File: config.mk
export PLATFORM = sky130hd
export DESIGN_NAME = gpu_mem_cpuvram
export DESIGN_NICKNAME = d
export VERILOG_FILES = /design/src/rtl/gpu_mem_cpuvram.sv
export SDC_FILE = /design/constraint.sdc
export NUM_CORES = 2
export LEC_CHECK = 0
export CORE_MARGIN = 8
export CORE_UTILIZATION = 51
export CTS_CLUSTER_DIAMETER = 60
export DETAILED_ROUTE_END_ITERATION = 16
export MAX_ROUTING_LAYER = met4
export PLACE_DENSITY = 0.75
export SKIP_CTS_REPAIR_TIMING = 1
export SLEW_MARGIN = 30
export SYNTH_ARGS = -nofsm -noshare
export SYNTH_HDL_FRONTEND = slang
export SYNTH_SLANG_ARGS = --single-unit
File: constraint.sdc
create_clock -name clk_i -period 4.38 [get_ports clk_i]
set_input_delay 1.095 -clock clk_i [delete_from_list [all_inputs] [get_ports clk_i]]
set_output_delay 1.095 -clock clk_i [all_outputs]
set_load 0.005 [all_outputs]
File: src/rtl/gpu_mem_cpuvram.sv
// CPU->VRAM rectangle upload: packs a row-major stream of pixel pairs into
// 16-pixel VRAM lines and issues masked 32-byte writes on the GPU command port.
module gpu_mem_cpuvram #(
   parameter int PIXEL_BURST = 16,
   parameter int X_BITS      = 10,
   parameter int Y_BITS      = 9
) (
   input  logic                        clk_i,
   input  logic                        rst_ni,
   input  logic                        req_valid_i,
   input  logic [15:0]                 req_x_i,
   input  logic [15:0]                 req_y_i,
   input  logic [15:0]                 req_sizex_i,
   input  logic [15:0]                 req_sizey_i,
   output logic                        req_accept_o,
   input  logic                        data_valid_i,
   input  logic [31:0]                 data_pair_i,
   output logic                        data_accept_o,
   output logic                        busy_o,
   output logic                        done_o,
   output logic                        gpu_command_o,
   input  logic                        gpu_busy_i,
   output logic                        gpu_write_o,
   output logic [1:0]                  gpu_size_o,
   output logic [14:0]                 gpu_addr_o,
   output logic [2:0]                  gpu_sub_addr_o,
   output logic [PIXEL_BURST-1:0]      gpu_write_mask_o,
   output logic [PIXEL_BURST*16-1:0]   gpu_data_out_o
);

   localparam int LANE_BITS = $clog2(PIXEL_BURST);

   typedef enum logic [1:0] {ST_IDLE, ST_FILL, ST_FLUSH, ST_DONE} state_t;

   state_t                        state;
   logic [15:0]                   start_x, end_x, cur_x, cur_y;
   logic [31:0]                   recv_left, place_left;
   logic [1:0][15:0]              hold;
   logic [1:0]                    hold_cnt;
   logic                          last_q;
   logic [PIXEL_BURST-1:0]        mask;
   logic [PIXEL_BURST-1:0][15:0]  lanes;
   logic [14:0]                   line_addr;

   logic                          placing, data_take, row_end, last_pix, flush_now;
   logic [15:0]                   x_inc, next_x, next_y;
   logic [14:0]                   cur_line, next_line;
   logic [LANE_BITS-1:0]          lane;
   logic [31:0]                   req_total;

   // A pixel is placed every FILL cycle the hold register is non-empty; a new
   // pair is only taken once the hold register will be empty after this cycle.
   assign placing   = (state == ST_FILL) && (hold_cnt != 2'd0);
   assign data_take = (state == ST_FILL) && data_valid_i && (recv_left != 32'd0) &&
                      ((hold_cnt == 2'd0) || ((hold_cnt == 2'd1) && placing));

   assign x_inc     = cur_x + 16'd1;
   assign row_end   = (x_inc == end_x);
   assign next_x    = row_end ? start_x : x_inc;
   assign next_y    = row_end ? cur_y + 16'd1 : cur_y;
   assign cur_line  = {cur_y[Y_BITS-1:0], cur_x[X_BITS-1:LANE_BITS]};
   assign next_line = {next_y[Y_BITS-1:0], next_x[X_BITS-1:LANE_BITS]};
   assign lane      = cur_x[LANE_BITS-1:0];
   assign last_pix  = (place_left == 32'd1);
   assign flush_now = placing && (last_pix || (next_line != cur_line));
   assign req_total = 32'(req_sizex_i) * 32'(req_sizey_i);

   assign req_accept_o     = (state == ST_IDLE);
   assign busy_o           = (state != ST_IDLE);
   assign done_o           = (state == ST_DONE);
   assign gpu_command_o    = (state == ST_FLUSH);
   assign data_accept_o    = data_take;
   assign gpu_write_o      = 1'b1;
   assign gpu_size_o       = 2'd1;
   assign gpu_sub_addr_o   = 3'd0;
   assign gpu_addr_o       = line_addr;
   assign gpu_write_mask_o = mask;
   assign gpu_data_out_o   = lanes;

   always_ff @(posedge clk_i or negedge rst_ni) begin
      if (!rst_ni) begin
         state      <= ST_IDLE;
         start_x    <= '0;
         end_x      <= '0;
         cur_x      <= '0;
         cur_y      <= '0;
         recv_left  <= '0;
         place_left <= '0;
         hold       <= '0;
         hold_cnt   <= '0;
         last_q     <= 1'b0;
         mask       <= '0;
         lanes      <= '0;
         line_addr  <= '0;
      end else begin
         case (state)
            ST_IDLE: begin
               if (req_valid_i) begin
                  start_x    <= req_x_i;
                  cur_x      <= req_x_i;
                  cur_y      <= req_y_i;
                  end_x      <= req_x_i + req_sizex_i;
                  recv_left  <= req_total;
                  place_left <= req_total;
                  hold_cnt   <= 2'd0;
                  last_q     <= 1'b0;
                  state      <= (req_total == 32'd0) ? ST_DONE : ST_FILL;
               end
            end
            ST_FILL: begin
               // With an odd pixel count the final pair only contributes its low pixel.
               if (data_take) begin
                  hold      <= data_pair_i;
                  hold_cnt  <= (recv_left == 32'd1) ? 2'd1 : 2'd2;
                  recv_left <= recv_left - ((recv_left == 32'd1) ? 32'd1 : 32'd2);
               end else if (placing) begin
                  hold[0]  <= hold[1];
                  hold_cnt <= hold_cnt - 2'd1;
               end
               if (placing) begin
                  lanes[lane] <= hold[0];
                  mask[lane]  <= 1'b1;
                  line_addr   <= cur_line;
                  cur_x       <= next_x;
                  cur_y       <= next_y;
                  place_left  <= place_left - 32'd1;
                  if (flush_now) begin
                     last_q <= last_pix;
                     state  <= ST_FLUSH;
                  end
               end
            end
            ST_FLUSH: begin
               if (!gpu_busy_i) begin
                  mask  <= '0;
                  lanes <= '0;
                  state <= last_q ? ST_DONE : ST_FILL;
               end
            end
            ST_DONE:  state <= ST_IDLE;
            default:  state <= ST_IDLE;
         endcase
      end
   end

endmodule

==> impl_results.md <==
- Achievable Freq: ~150 MHz
- Max-slew violations: 0
- Most frequent cells in the layout: dfrtp_1, nand2_1, clkdlybuf4s50_1
- Global route overflow: 0
- Initial Util: 51.6%
- Syn_area_per_cell: 9.04 sq um
- Maximum root-to-sink buffer count: 3
- Kind of start point of the critical path: input port
- Cell breakdown of the critical path: buf_6 -> and2_4 -> fa_1 -> inv_2 -> fa_1 -> fa_1 -> fa_1 -> inv_2 -> fa_1 -> inv_2 -> fa_1 -> inv_2 -> ha_4 -> nand2_4 -> o211ai_1 -> or3b_4 -> and3_4 -> or3_4 -> a2111oi_4 -> buf_4 -> o211a_4 -> nor4_4 -> a311oi_1
- Largest net degree at the start of global routing: 210
- Max Cap Viol: 0
- YS warnings: 0
- Most used cell along the critical path: fa_1
- CP max FO: 3
- DRC Markers: 0
- Fin crit share: 155%
- Setup slack after layout: -2.41 ns
- Yosys reg bits: 445
- Setup violators final: 53
- First-pass GRT wire length: 141 mm
- Post-synth EDFFs: 0
- CTS tree: yes
- Least-Margin Pin Slew: 1.01 ns
- Core area: between 50,000 and 60,000 sq um
- CTS sink cnt: between 400 and 500
- CP Capture Type: flop
- CP max stage delay: ~0.56 ns
- IO Count: 399
- Hold Crit Class: reg2reg
- Total number of vias: approximately 26,000
- Clk_lat worst skew: 0.62 ns
- Vias in the first global route: roughly 25,000
- GP Congestion: a little over 0.9
- Post-synthesis sequential area ratio: 38.2%
- Slowest cell on crit path: fa_1
- Synth top area cells: dfrtp_1, fa_1, o21ai_0
- Netlist Area Pre-Place: a little under 30,000 sq um
- Post-route ant nets: 0
- GRT Util Overall: between 20 and 30%
- RSZ-0062 raised after global routing: yes
- Initial DRC Count: 1,947
- DR WL/cell: 20.5 microns
- Distinct cells, synth: 85
- Num CTS Buffers: 47
- Async SR Flop Fraction: between 90% and 100%
- CTS root buffer: clkbuf_16
- Final HPWL DP: 68.3 mm
- Total wire length: ~94 mm
- Critical path class: in2reg
- DR pass1 iterations: 5
- Layout Nets: ~4,200
- Std-Cell Rows: slightly below 90
- Area growth syn-to-layout: 32.7%
- Cell count after synthesis: 3,228
- Die Height: 255 microns
- Fin Clk Skew: 0.0413 ns
- Status: finished, violations left
- Initial antenna violation count: 3
- Worst Path Arrival: 7.29 ns
- Synth Flop Type: dfrtp_1
- Fraction of layout cells with a size suffix above 1: 17.6%
- Max H-tree Level: 2
- Die W: approximately 260 microns
- Tmin final: ~6.8 ns
- Post-synth top area share: 38.2%
- Cell taking the most area after synthesis: dfrtp_1
- IO buf count: roughly 390
- Worst EP required: between 4 and 5 ns
- Failing checks: setup timing
- Normalized max-slew margin: 32.8%
- Via density: between 5 and 6
- Most common cell after layout, fill and taps aside: dfrtp_1
- Final hold vios: 0
- Worst hold slack: approximately 0.47 ns
- Reg clk slew, reported paths: around 0.06 ns
- Full die area: 65,100 sq um
-- cell families after synthesis --
group           after synthesis  share of synthesized area, %
buf+inv                     487                          6.48
mux                          40                          1.44
fa+ha+maj                   326                          19.0
simple gates               1144                          18.8
xor+xnor                     57                          1.81
compound gates              727                          14.3
other cells                   2                        0.0257
flops                       445                          38.2
-- worst max-delay path, delay by kind of cell --
kind | cells | cell delay (ns)
fa+ha+maj | 7 | 3.48
simple gates | 6 | 1.26
compound gates | 4 | 0.97
buf+inv | 6 | 0.49
-- final cells by class --
| type | count | area, sq um |
|---|---|---|
| Fill cell | 4256 | 17800 |
| Multi-Input combinational cell | 2300 | 17500 |
| Sequential cell | 445 | 11100 |
| Timing Repair Buffer | 697 | 6540 |
| Clock buffer | 66 | 1350 |
| Inverter | 271 | 1020 |
| Tap cell | 756 | 946 |
| Clock inverter | 19 | 193 |
| Antenna cell | 4 | 10.0 |
-- cells in the mapped netlist (14+ instances only) --
library cell and instances:
and2_1 124, and3_1 14, xor2_1 17, inv_1 270
clkbuf_1 174, xnor2_1 38, o21a_1 23, nand2_1 399
mux2_2 15, o211ai_1 17, nand3_1 291, nor3_1 52
nand2b_1 18, a31oi_1 16, mux2i_1 25, nand4_1 18
ha_1 130, a21oi_1 154, nor2_1 145, o22a_1 14
o21ai_0 391, fa_1 196, buf_1 28, nor4_1 22
dfrtp_1 445
-- final timing paths --
check                      depth (start not counted)                               to  slack (ns)                      start
max                                               23        recv_left[28]$_DFFE_PN0P_       -2.41             req_sizey_i[6]
min                                                2           start_x[6]$_DFFE_PN0P_        0.47     start_x[6]$_DFFE_PN0P_
max reg2reg                                       18        recv_left[30]$_DFFE_PN0P_       -0.10  recv_left[18]$_DFFE_PN0P_
min reg2reg                                        2           start_x[6]$_DFFE_PN0P_        0.47     start_x[6]$_DFFE_PN0P_
max in group asynchronous                          2  gpu_data_out_o[136]$_DFFE_PN0P_        2.88                     rst_ni
min in group asynchronous                          1  gpu_data_out_o[161]$_DFFE_PN0P_        0.56                     rst_ni
-- sequential cells by signal, summed over array words and instances (netlist names), 16 cells and up --
register,count
place_left,32
start_x,16
hold,32
gpu_data_out_o,256
cur_x,16
recv_left,32
gpu_write_mask_o,16
end_x,16
-- per-stage QoR --
stage          setup WS (ns)  utilization [%]  TNS [ns]  cells  instance area (sq um)
5_1_grt                -2.58             68.5    -97.04   4557                  38700
2_1_floorplan          -2.45                -    -78.15   3232                  29700
6_report               -2.41             68.5    -89.15   4558                  38700
3_5_place_dp           -3.39             63.2   -143.48   4427                  35700
4_1_cts                -2.78             65.9   -108.48   4512                  37200
3_3_place_gp           -3.31             63.2   -140.12   4427                  35700
-- per-layer routing --
metal | GRT usage [%] | part of all wire, %
met1 | 34.7 | 38
met2 | 46.6 | 50
met3 | 3.88 | 7.1
met4 | 10.9 | 4.6
met5 | - | 0
Power is left out: the tool's default activity adds up to more than one toggle a clock period on the data nets, which glitch-free logic cannot reach.
